==> src/rtl/linear_ctrl_pkg.sv <==
// -----------------------------------------------------------------------------
// linear_ctrl_pkg
// Shared types and helpers for the linear tile controller.
//   state_e     : controller FSM state encoding
//   DRAIN_CNT_W : width of the PE drain counter (pPE_LATENCY up to 15)
//   clog2_min1  : $clog2 that never returns less than 1, so a counter or
//                 address bus with a single legal value still has one bit
// -----------------------------------------------------------------------------
package linear_ctrl_pkg;

    typedef enum logic [2:0] {
        ST_IDLE      = 3'd0,
        ST_FETCH     = 3'd1,
        ST_WAIT_DATA = 3'd2,
        ST_COMPUTE   = 3'd3,
        ST_DRAIN     = 3'd4,
        ST_DONE      = 3'd5
    } state_e;

    localparam int DRAIN_CNT_W = 4;

    function automatic int clog2_min1(input int value);
        return (value <= 2) ? 1 : $clog2(value);
    endfunction

endpackage

==> src/rtl/wrap_counter.sv <==
// -----------------------------------------------------------------------------
// wrap_counter
// Modulo-pMODULUS up-counter with synchronous clear.
// Ports:
//   clk_i   : clock, rising edge
//   rst_ni  : asynchronous active-low reset, forces count to 0
//   inc_i   : advance by one this cycle
//   clr_i   : return to 0 this cycle (wins over inc_i)
//   cnt_o   : current count, 0 .. pMODULUS-1
//   wrap_o  : inc_i while the count is at pMODULUS-1 (count returns to 0)
// -----------------------------------------------------------------------------
module wrap_counter
    import linear_ctrl_pkg::*;
#(
    parameter int pMODULUS = 4,
    localparam int CW = clog2_min1(pMODULUS)
) (
    input  logic          clk_i,
    input  logic          rst_ni,
    input  logic          inc_i,
    input  logic          clr_i,
    output logic [CW-1:0] cnt_o,
    output logic          wrap_o
);

    logic [CW-1:0] cnt_q, cnt_d;
    logic          at_max;

    assign at_max = (cnt_q == CW'(pMODULUS - 1));
    assign wrap_o = inc_i && at_max;
    assign cnt_o  = cnt_q;

    always_comb begin
        cnt_d = cnt_q;
        if (clr_i) begin
            cnt_d = '0;
        end else if (inc_i) begin
            cnt_d = at_max ? '0 : cnt_q + CW'(1);
        end
    end

    always_ff @(posedge clk_i or negedge rst_ni) begin
        if (!rst_ni) begin
            cnt_q <= '0;
        end else begin
            cnt_q <= cnt_d;
        end
    end

endmodule

==> src/rtl/linear_tile_controller.sv <==
// -----------------------------------------------------------------------------
// linear_tile_controller
// Sequences one fully-connected layer: for every input chunk it requests the
// chunk, waits for it, then issues one PE operation per output group, and
// finally waits for the PE pipeline to drain before signalling completion.
//
// Ports:
//   clk          : clock, rising edge
//   rst          : asynchronous active-low reset
//   start        : one-cycle layer start (accepted only in IDLE)
//   abort        : synchronous cancel, returns to IDLE without done
//   data_valid   : requested input chunk is present (looked at in WAIT_DATA)
//   pe_ready     : PE accepts an issue this cycle
//   rd_en        : one-cycle chunk read request
//   pe_en        : PE issue valid
//   pe_acc_clr   : issue belongs to the first chunk
//   pe_acc_last  : issue belongs to the last chunk
//   wt_addr      : weight address = chunk*NGRP + out_grp
//   out_grp      : current output group
//   busy         : controller is not in IDLE
//   done         : one-cycle layer-complete pulse
//   stall_cnt    : (only with LINEAR_CTRL_PERF_EN) saturating count of
//                  WAIT_DATA cycles plus COMPUTE cycles with pe_ready low
//
// Build option: define LINEAR_CTRL_PERF_EN to add the stall_cnt port.
//
// PE handshake: pe_en is the valid, pe_ready the ready. An issue transfers on
// a cycle where both are high. While pe_en is high and pe_ready is low, pe_en
// and its payload (wt_addr, out_grp, pe_acc_clr, pe_acc_last) hold steady.
// rd_en/data_valid is a request/response pair: one rd_en pulse, then the
// controller waits for data_valid.
// -----------------------------------------------------------------------------
module linear_tile_controller
    import linear_ctrl_pkg::*;
#(
    parameter int pIN_FEATURE      = 14*14*32,
    parameter int pOUT_FEATURE     = 128,
    parameter int pCHANNEL         = 32,
    parameter int pOUTPUT_PARALLEL = 4,
    parameter int pPE_LATENCY      = 3,
    localparam int NCHUNK = pIN_FEATURE / pCHANNEL,
    localparam int NGRP   = pOUT_FEATURE / pOUTPUT_PARALLEL,
    localparam int WA     = clog2_min1(NCHUNK * NGRP),
    localparam int GW     = clog2_min1(NGRP)
) (
    input  logic          clk,
    input  logic          rst,
    input  logic          start,
    input  logic          abort,
    input  logic          data_valid,
    input  logic          pe_ready,
    output logic          rd_en,
    output logic          pe_en,
    output logic          pe_acc_clr,
    output logic          pe_acc_last,
    output logic [WA-1:0] wt_addr,
    output logic [GW-1:0] out_grp,
    output logic          busy,
    output logic          done
`ifdef LINEAR_CTRL_PERF_EN
    ,
    output logic [31:0]   stall_cnt
`endif
);

    localparam int CW = clog2_min1(NCHUNK);

    // Refuse to build with a geometry that does not tile exactly.
    if ((pIN_FEATURE % pCHANNEL) != 0) begin : g_chk_chunk
        $error("pIN_FEATURE must be a multiple of pCHANNEL");
    end
    if ((pOUT_FEATURE % pOUTPUT_PARALLEL) != 0) begin : g_chk_grp
        $error("pOUT_FEATURE must be a multiple of pOUTPUT_PARALLEL");
    end
    if ((pPE_LATENCY < 1) || (pPE_LATENCY > 15)) begin : g_chk_lat
        $error("pPE_LATENCY must lie in 1..15");
    end

    state_e                 state_q, state_d;
    logic [DRAIN_CNT_W-1:0] drain_q, drain_d;
    logic [CW-1:0]          chunk_q;
    logic [GW-1:0]          grp_q;
    logic                   xfer;
    logic                   cnt_clr;
    logic                   grp_wrap;
    logic                   chunk_wrap;
    logic                   drain_end;

    // ---------------------------------------------------------------- counters
    assign xfer    = pe_en && pe_ready;
    assign cnt_clr = abort || (state_q == ST_DONE);

    wrap_counter #(.pMODULUS(NGRP)) u_grp_cnt (
        .clk_i  (clk),
        .rst_ni (rst),
        .inc_i  (xfer),
        .clr_i  (cnt_clr),
        .cnt_o  (grp_q),
        .wrap_o (grp_wrap)
    );

    // The chunk counter advances on every group wrap; its own wrap marks the
    // final group of the final chunk, which is what sends the FSM to DRAIN.
    wrap_counter #(.pMODULUS(NCHUNK)) u_chunk_cnt (
        .clk_i  (clk),
        .rst_ni (rst),
        .inc_i  (grp_wrap),
        .clr_i  (cnt_clr),
        .cnt_o  (chunk_q),
        .wrap_o (chunk_wrap)
    );

    assign drain_end = (drain_q == DRAIN_CNT_W'(pPE_LATENCY - 1));

    always_comb begin
        drain_d = '0;
        if ((state_q == ST_DRAIN) && !drain_end && !abort) begin
            drain_d = drain_q + DRAIN_CNT_W'(1);
        end
    end

    // --------------------------------------------------------------------- FSM
    always_comb begin
        state_d = state_q;
        case (state_q)
            ST_IDLE:      if (start)      state_d = ST_FETCH;
            ST_FETCH:                     state_d = ST_WAIT_DATA;
            ST_WAIT_DATA: if (data_valid) state_d = ST_COMPUTE;
            ST_COMPUTE:   if (grp_wrap)   state_d = chunk_wrap ? ST_DRAIN : ST_FETCH;
            ST_DRAIN:     if (drain_end)  state_d = ST_DONE;
            ST_DONE:                      state_d = ST_IDLE;
            default:                      state_d = ST_IDLE;
        endcase
        if (abort) begin
            state_d = ST_IDLE;
        end
    end

    always_ff @(posedge clk or negedge rst) begin
        if (!rst) begin
            state_q <= ST_IDLE;
            drain_q <= '0;
        end else begin
            state_q <= state_d;
            drain_q <= drain_d;
        end
    end

    // ----------------------------------------------------------------- outputs
    assign rd_en       = (state_q == ST_FETCH);
    assign pe_en       = (state_q == ST_COMPUTE);
    assign pe_acc_clr  = pe_en && (chunk_q == '0);
    assign pe_acc_last = pe_en && (chunk_q == CW'(NCHUNK - 1));
    assign wt_addr     = WA'(chunk_q) * WA'(NGRP) + WA'(grp_q);
    assign out_grp     = grp_q;
    assign busy        = (state_q != ST_IDLE);
    // An abort landing on the DONE cycle cancels the pulse.
    assign done        = (state_q == ST_DONE) && !abort;

`ifdef LINEAR_CTRL_PERF_EN
    logic [31:0] stall_cnt_q, stall_cnt_d;
    logic        stall_cycle;
    logic        start_accept;

    assign start_accept = (state_q == ST_IDLE) && start && !abort;
    assign stall_cycle  = (state_q == ST_WAIT_DATA) ||
                          ((state_q == ST_COMPUTE) && !pe_ready);

    always_comb begin
        stall_cnt_d = stall_cnt_q;
        if (start_accept) begin
            stall_cnt_d = '0;
        end else if (stall_cycle && (stall_cnt_q != '1)) begin
            stall_cnt_d = stall_cnt_q + 32'd1;
        end
    end

    always_ff @(posedge clk or negedge rst) begin
        if (!rst) begin
            stall_cnt_q <= '0;
        end else begin
            stall_cnt_q <= stall_cnt_d;
        end
    end

    assign stall_cnt = stall_cnt_q;
`endif

endmodule

==> config.mk <==
export PLATFORM = sky130hd
export DESIGN_NAME = linear_tile_controller
export DESIGN_NICKNAME = d
export VERILOG_FILES = /design/src/rtl/linear_ctrl_pkg.sv /design/src/rtl/wrap_counter.sv /design/src/rtl/linear_tile_controller.sv
export SDC_FILE = /design/constraint.sdc
export NUM_CORES = 1
export LEC_CHECK = 0
export ABC_CLOCK_PERIOD_IN_PS = 5750
export BUFFER_PORTS_ARGS = -buffer_cell sky130_fd_sc_hd__clkbuf_2
export CORE_MARGIN = 2
export CORE_UTILIZATION = 42
export DETAILED_ROUTE_END_ITERATION = 6
export PLACE_DENSITY_LB_ADDON = 0.05
export SLEW_MARGIN = 5
export SYNTH_ARGS = -nofsm -noshare
export SYNTH_HDL_FRONTEND = slang
export SYNTH_SLANG_ARGS = --single-unit
==> constraint.sdc <==
create_clock -name clk -period 5.75 [get_ports clk]
set_input_delay 0.2875 -clock clk [delete_from_list [all_inputs] [get_ports clk]]
set_output_delay 0.2875 -clock clk [all_outputs]
set_load 0.1 [all_outputs]
Word level (Yosys, flattened, before mapping) --
Cells that the tools add are included.
Storage, ports and cells: flip-flop bits (word level) 20, input bits 6
Cells by class: multiplexer cells 14, reduce and logical (&&, ||, !) cells 17, $add $sub $neg 4, eq/ne operators 12
Operator list (number):
- two-way mux 8 bit | 3
- two-way mux 3 bit | 6
- two-way mux 5 bit | 3
- one-hot mux 3 bit (5 select lines) | 1
- adder 13 x 5 -> 13 bit | 1
- inequality test 3 bit (second input constant) | 3
- adder 8 x 1 -> 8 bit (second input constant) | 1
- == test 8 bit (second input constant) | 1
- logical AND 1 bit | 8
- logical NOT 8 bit | 1
- == test 3 x 2 -> 1 bit (second input constant) | 2
- == test 3 bit (second input constant) | 2
- adder 5 x 1 -> 5 bit (second input constant) | 1
- == test 5 bit (second input constant) | 1
- adder 4 x 1 -> 4 bit (second input constant) | 1
- == test 4 x 2 -> 1 bit (second input constant) | 1
- two-way mux 4 bit | 1
- AND reduction 4 bit | 1
- nonzero test 2 bit | 2
- == test 3 x 1 -> 1 bit (second input constant) | 1
- logical NOT 3 bit | 1
- inequality test 3 x 2 -> 1 bit (second input constant) | 1
- nonzero test 3 bit | 1
- logical NOT 1 bit | 2
- logical OR 1 bit | 1

Longest topological paths before layout --
Gate-level depths: netlist (run 1).
depth in word-level cells 8, gate-level depth with buffers 8

Modules after synthesis --
Synthesis (run 1) repeated with hierarchy kept, for this count alone.
Second synthesis, totals: cell total of the unflattened synthesis 136, area, all modules 1307.5 um^2
Modules (own cells, without submodules):
- linear_tile_controller | cells an instance 60, instances 1, seq. area each 175.2 um^2, area an instance 536.8 um^2
- wrap_counter (u_chunk_cnt) | cells an instance 50, instances 1, seq. area each 200.2 um^2, area an instance 490.5 um^2
- wrap_counter (u_grp_cnt) | cells an instance 26, instances 1, seq. area each 125.1 um^2, area an instance 280.3 um^2

Worst setup path before layout (run 1) --
No wires, ideal clock.
kind reg2out, start point register state_q[2], end point output port pe_acc_clr, stages on the path, launching flop included 4, data required time 5463 ps, data arrival time 2487 ps, slack 2975 ps, path through dfrtp_1 and3b_1 clkbuf_1 and4_1
Between the ends: word-level cells in the longest chain between the ends 2
RTL lines:
- from (decl) | line linear_tile_controller.sv:79 | state_e state_q, state_d;
- from (signal assigned) | line linear_tile_controller.sv:144 | state_q <= state_d;
- == test 3 x 2 -> 1 bit | line linear_tile_controller.sv:151 | assign pe_en = (state_q == ST_COMPUTE);
- via pe_en | line linear_tile_controller.sv:53 | output logic pe_en,
- logical AND 1 bit | line linear_tile_controller.sv:152 | assign pe_acc_clr = pe_en && (chunk_q == '0);
- to (decl) | line linear_tile_controller.sv:54 | output logic pe_acc_clr,
The timed path passes the listed nets, and every way through them passes these cells.

Final worst setup path (run 1) --
start point register u_chunk_cnt.cnt_q[3] (netlist: u_chunk_cnt.cnt_o[3]), end point output port pe_acc_clr
Between the ends: word-level cells in the longest chain between the ends 2
RTL lines:
- from (decl) | line wrap_counter.sv:26 | logic [CW-1:0] cnt_q, cnt_d;
- from (signal assigned) | line wrap_counter.sv:46 | cnt_q <= cnt_d;
- logical NOT 8 bit | line linear_tile_controller.sv:152
- logical AND 1 bit | line linear_tile_controller.sv:152
Every way passes these cells.

==> flow_summary.json, run 1 <==
{
  "status": "finished clean",
  "clock-sinks": 20,
  "syn-instance-count": 128,
  "synth_top_family_by_area": "simple AND/OR/NAND/NOR gates",
  "grt_pass1_vias": 926,
  "post-route-min-period_ns": 2.34,
  "n_fill_cell": 283,
  "maxCapViolations": 0,
  "drc": 0,
  "die_y_um": 57.3,
  "wl_per_cell_um": 13.6,
  "antenna_found_initial": 0,
  "ys_ff_latch": 20,
  "cts-htree-levels": 1,
  "ys_types": 40,
  "ctsResizeCount": 0,
  "diodes": 0,
  "dr.pass1.iters": 4,
  "layout.cells.non_filler": 182,
  "synthArstFlopShare": 1.00,
  "finalWorstSetupSlack_ns": 3.41,
  "clk_pin_slew_ns": 0.12,
  "startpoint_type": "flop",
  "tightestPinTransition_ns": 0.579,
  "dp_hpwl_um": 1830,
  "synth_edf_count": 0,
  "routabilityCongestion": 0.788,
  "synthMuxAreaShare": 0.00838,
  "syn_area_per_cell_sq_um": 9.34,
  "cp_max_fo": 7,
  "crit_end": "pe_acc_clr",
  "syn-num-nets": 140,
  "insertion_delay_ns": 0.30,
  "r2r-end": "u_chunk_cnt.cnt_o[4]",
  "skew_ns": 0.00327,
  "fp-row-count": 19,
  "seq_area_frac_synth": 0.419,
  "worstPathArrival_ns": 2.05,
  "synth_xor_xnor_area_share": 0.0293,
  "cp_data_required_time_ns": 5.46,
  "post-cts-setup-buffers": 0,
  "power.leakage_nw": 0.644,
  "ctsHoldBuffers": 1,
  "nets": 164,
  "area_growth_pct": 14.8,
  "crit_chain": "nor4_1 -> and4_1 -> clkbuf_2",
  "pin_count": 30,
  "overflow": 0,
  "r2r_start": "u_grp_cnt.cnt_o[0]",
  "initial_utilization": 0.437,
  "yosys_warnings": 0,
  "synth_ff_type": "dfrtp_1",
  "drt_iter0_drc": 25,
  "wl_um": 2480,
  "drive_above_1_share": 0.232,
  "powerDensity_nw_per_um2": 234,
  "placed_area_sq_um": 1310,
  "synth_area_sq_um": 1190,
  "synth_compound_area_frac": 0.132,
  "worst_setup_path_end_kind": "primary output",
  "finalSetupViolations": 0,
  "core_sq_um": 2730,
  "postLayoutCellArea_sq_um": 1370,
  "clockRootBuffer": "clkbuf_4",
  "ant_nets": 0,
  "synth_fa_ha_area_frac": 0.0628,
  "port_buffers": 29,
  "viasPerCell": 5.66,
  "crit_slowest_cell": "nor4_1",
  "reg2reg_depth": 7,
  "period_share": 0.407,
  "fin_util": 0.502,
  "die_area_sq_um": 3290,
  "slew_headroom": 0.611,
  "cts_buffers": 3,
  "peakVddDrop_mv": 0.150,
  "hold_class": "input port to flop",
  "rsz0062_at_grt": "no",
  "startpoint": "u_chunk_cnt.cnt_o[3]",
  "rrSetupSlack_ns": 3.53,
  "drv_slew": 0,
  "tns_ns": 0,
  "synth-simple-area-share": 0.281,
  "max_stage_delay_ns": 0.55,
  "crit_type": "flop to primary output",
  "grt_max_degree": 21,
  "cts_buffer_depth": 2,
  "vias": 1030,
  "hold_violations": 0,
  "cts_tree": "done",
  "die_width_um": 57.3,
  "fmax_mhz": 428,
  "place_inst": 177,
  "grt_pass1_wl_um": 4240,
  "dp_slack_ns": 3.55,
  "grt_util_all_layers": 0.162
}
[worst max-delay path, delay by kind of cell (launching register included)]
kind / cells / cell delay (ns)
AND/OR/NAND/NOR: 2 / 0.83
flip-flops: 1 / 0.46
buffers and inverters: 1 / 0.46
[flip-flops by register name (all words and copies together), names as in the netlist]
| register | count |
|---|---|
| drain_q | 4 |
| state_q | 3 |
| u_chunk_cnt.cnt_o | 8 |
| u_grp_cnt.cnt_o | 5 |
[cells in the mapped netlist, types with 2 or more instances]
| library cell | n | area share |
|---|---|---|
| or4b_1 | 2 | 0.017 |
| buf_2 | 2 | 0.0084 |
| nor4_1 | 2 | 0.010 |
| a31oi_1 | 2 | 0.010 |
| a21oi_1 | 12 | 0.050 |
| ha_1 | 6 | 0.063 |
| and3b_1 | 2 | 0.015 |
| and3_1 | 4 | 0.021 |
| nand3_1 | 10 | 0.042 |
| or4_1 | 2 | 0.013 |
| o21ai_0 | 3 | 0.013 |
| dfrtp_1 | 20 | 0.42 |
| or3_1 | 2 | 0.010 |
| nor2_1 | 10 | 0.031 |
| nand4_1 | 2 | 0.010 |
| xnor2_1 | 2 | 0.015 |
| nand2b_1 | 2 | 0.010 |
| xor2_1 | 2 | 0.015 |
| nand2_1 | 9 | 0.028 |
| clkbuf_1 | 3 | 0.0094 |
| o31ai_1 | 2 | 0.013 |
| inv_1 | 3 | 0.0094 |
| nand4b_1 | 2 | 0.015 |
| nor3_1 | 2 | 0.0084 |
| buf_4 | 5 | 0.031 |
[cell usage in the layout (no fill, tap or decap), types with 3 or more instances in the layout]
master,instances
a21oi_1,12
and3_1,4
clkbuf_2,29
clkbuf_4,3
dfrtp_1,20
ha_1,6
inv_1,3
nand2_1,9
nand3_1,10
nor2_1,10
o21ai_0,3
[layer usage]
| metal | routed length, um | global-route usage | share of wire | up-vias |
|---|---|---|---|---|
| met5 | 0 | 0 | 0 | - |
| met4 | 13 | 0.0598 | 0.0052 | 0 |
| met3 | 136 | 0.0249 | 0.055 | 2 |
| met2 | 1150 | 0.248 | 0.46 | 30 |
| met1 | 1190 | 0.232 | 0.48 | 489 |
| li1 | - | - | - | 509 |
[power breakdown]
| part | total, mW | switching, mW | leakage (nW) | internal [mW] |
|---|---|---|---|---|
| Clock | 0.116 | 0.0457 | 0.0279 | 0.0704 |
| Sequential | 0.149 | 0.00616 | 0.277 | 0.143 |
| Combinational | 0.0556 | 0.0447 | 0.339 | 0.0108 |
[per-stage QoR]
stage / hold slack, ns / power [mW]
finish: 0.221 / 0.321
global route: 0.223 / 0.336
CTS: 0.216 / 0.326
detailed placement: 0.289 / 0.208
global placement: 0.291 / 0.208
floorplan: -0.00809 / 0.197
[worst min path at each step]
stage	startpoint	endpoint	slack, ns	cells past startpoint
6_report	abort	state_q[2]	0.22	2
5_1_grt	abort	state_q[0]	0.22	2
4_1_cts	abort	state_q[2]	0.22	2
3_5_place_dp	rst	u_grp_cnt.cnt_o[3]	0.29	1
3_3_place_gp	rst	u_grp_cnt.cnt_o[3]	0.29	1
2_1_floorplan	rst	drain_q[0]	-0.008	0
[cell type report]
type	count	area [sq um]	share of cell area
clock buffer	3	22.5	0.0164
clock inverter	1	30.0	0.0219
multi-input combinational	94	613	0.447
timing repair buffer	30	155	0.113
sequential	20	500	0.365
inverter	3	11.3	0.00821
tap	31	38.8	0.0283
[kinds of logic after synthesis]
kind of cell    after synthesis
mux                           1
compound gates               25
simple gates                 58
fa+ha+maj                     6
buf+inv                      14
xor+xnor                      4
flops                        20
Power figures use the tool's default switching activity.
==> run 2: changes to the inputs <==
--- a/config.mk
+++ b/config.mk
@@ -5,7 +5,8 @@
 export SDC_FILE = /design/constraint.sdc
 export NUM_CORES = 1
 export LEC_CHECK = 0
-export ABC_CLOCK_PERIOD_IN_PS = 5750
+export ABC_AREA = 1
+export ABC_CLOCK_PERIOD_IN_PS = 2100
 export BUFFER_PORTS_ARGS = -buffer_cell sky130_fd_sc_hd__clkbuf_2
 export CORE_MARGIN = 2
 export CORE_UTILIZATION = 42
==> constraint.sdc (replaced) <==
create_clock -name clk -period 2.1 [get_ports clk]
set_input_delay 0.105 -clock clk [delete_from_list [all_inputs] [get_ports clk]]
set_output_delay 0.105 -clock clk [all_outputs]
set_load 0.1 [all_outputs]
==> flow_summary.json, run 2 <==
{
  "die_width_um": 59.6,
  "cts-htree-levels": 1,
  "seq_area_frac_synth": 0.385,
  "drc": 0,
  "grt_util_all_layers": 0.185,
  "largest_reg_flops": 8,
  "syn_area_per_cell_sq_um": 7.68,
  "wl_per_cell_um": 12.6,
  "cp_max_fo": 5,
  "cts_buffer_depth": 2,
  "slew_headroom": 0.635,
  "fp-row-count": 20,
  "synth_area_sq_um": 1300,
  "finalSetupViolations": 0,
  "cp_data_required_time_ns": 2.00,
  "final_common_cell": "nand2_1",
  "r2r_start": "u_grp_cnt.cnt_o[0]",
  "overflow": 0,
  "crit_type": "flop to primary output",
  "die_area_sq_um": 3550,
  "hold-path-cell-count": 4,
  "port_buffers": 29,
  "worst_setup_path_end_kind": "primary output",
  "routabilityCongestion": 0.867,
  "ys_top_cells_by_count": "nand2_1, nand3_1, inv_1",
  "fmax_mhz": 505,
  "powerDensity_nw_per_um2": 817,
  "reg2reg_depth": 10,
  "status": "finished clean",
  "yosysMostFrequentCell": "nand2_1",
  "ys_types": 24,
  "yosysTopAreaCell": "dfrtp_1",
  "hold_violations": 0,
  "syn-num-nets": 181,
  "dr.pass1.iters": 4,
  "peakVddDrop_mv": 0.332,
  "rsz0062_at_grt": "no",
  "drt_iter0_drc": 77,
  "period_share": 0.943,
  "dp_hpwl_um": 2210,
  "power.leakage_nw": 0.798,
  "vias": 1178,
  "synth_ff_type": "dfrtp_1",
  "cts_tree": "done",
  "post-cts-setup-buffers": 0,
  "tightestPinTransition_ns": 0.550,
  "drv_slew": 0,
  "grt_max_degree": 21,
  "skew_ns": 0.00651,
  "cts_buffers": 3,
  "syn-instance-count": 169,
  "final_cell_mix": "nand2_1, clkbuf_2, nand3_1, inv_1, nor2_1",
  "synth_edf_count": 0,
  "worstHoldEndpoint": "state_q[0]",
  "clock-sinks": 20,
  "initial_utilization": 0.433,
  "rrSetupSlack_ns": 0.33,
  "ant_nets": 0,
  "worstPathArrival_ns": 1.88,
  "antenna_found_initial": 0,
  "ys_ff_latch": 20,
  "startpoint": "state_q[1]",
  "viasPerCell": 5.14,
  "yosys_warnings": 0,
  "maxCapViolations": 0,
  "wl_um": 2880,
  "pin_count": 30,
  "clockRootBuffer": "clkbuf_4",
  "die_y_um": 59.6,
  "clk_pin_slew_ns": 0.12,
  "drive_above_1_share": 0.265,
  "startpoint_type": "flop",
  "synth_top_area_share": 0.385,
  "grt_pass1_wl_um": 4970,
  "post-route-min-period_ns": 1.98,
  "core_sq_um": 3000,
  "finalWorstSetupSlack_ns": 0.120,
  "yosys-top-cells-area": "dfrtp_1, nand2_1, nand3_1",
  "diodes": 0,
  "grt_pass1_vias": 1087,
  "r2r-end": "u_chunk_cnt.cnt_o[7]",
  "power_mw": 1.23,
  "hold_class": "input port to flop",
  "dp_slack_ns": 0.345,
  "synthArstFlopShare": 1.00,
  "insertion_delay_ns": 0.31,
  "area_growth_pct": 15.5,
  "holdCritStartpoint": "abort",
  "nets": 209
}
==> run 2: where the power goes <==
group / internal (mW) / switching, mW / total (mW)
clock network: 0.106 / 0.131 / 0.237
logic: 0.0988 / 0.437 / 0.536
registers: 0.405 / 0.0473 / 0.452
==> run 2: worst max-delay path by stage <==
stage | cells past startpoint | slack (ns) | endpoint
after floorplan | 3 | -0.11 | pe_acc_last
after global placement | 9 | 0.40 | u_chunk_cnt.cnt_o[7]
after detailed placement | 10 | 0.34 | u_chunk_cnt.cnt_o[7]
after CTS | 5 | 0.01 | pe_acc_last
after global routing | 5 | 0.005 | pe_acc_clr
final | 5 | 0.12 | pe_acc_clr
==> run 2: metal layers <==
layer	wire, um	part of all wire	global-route usage
met5	0	0	0
met4	20	0.0069	0.0571
met3	97	0.034	0.0284
met2	1350	0.47	0.290
met1	1410	0.49	0.262
==> run 2: area by class of cell <==
type / instances / area (sq um)
flip-flops and latches: 20 / 504
fillers: 324 / 1500
clock buffers: 4 / 36.3
well taps: 33 / 41.3
multi-input cells: 118 / 671
inverters: 24 / 90.1
repair buffers: 30 / 158
==> run 2: through the flow <==
step	area (sq um)	TNS, ns	hold WS (ns)	instances	util
after floorplan	1330	-0.113	-0.191	169	-
after global placement	1450	0	0.106	224	0.483
after global routing	1500	0	0.156	229	0.500
after CTS	1500	0	0.123	229	0.499
final	1500	0	0.127	229	0.500
after detailed placement	1450	0	0.110	224	0.483
==> run 2: critical path, cell delays in order, from the launching register on <==
cell	delay, ns
dfrtp_1	0.49
inv_2	0.10
nor2_4	0.13
nand2_1	0.21
nor3_4	0.16
clkbuf_2	0.47
==> run 2: timing repair <==
item	CTS	global route
endpoints found under the hold margin	20	0
hold buffers	1	0
setup endpoints to repair	0	1
resized for setup	0	2
==> run 2: cell families after synthesis <==
family,synth area share
flops,0.385
fa+ha+maj,0.0578
buf+inv,0.116
simple gates,0.322
compound gates,0.0992
xor+xnor,0.0202
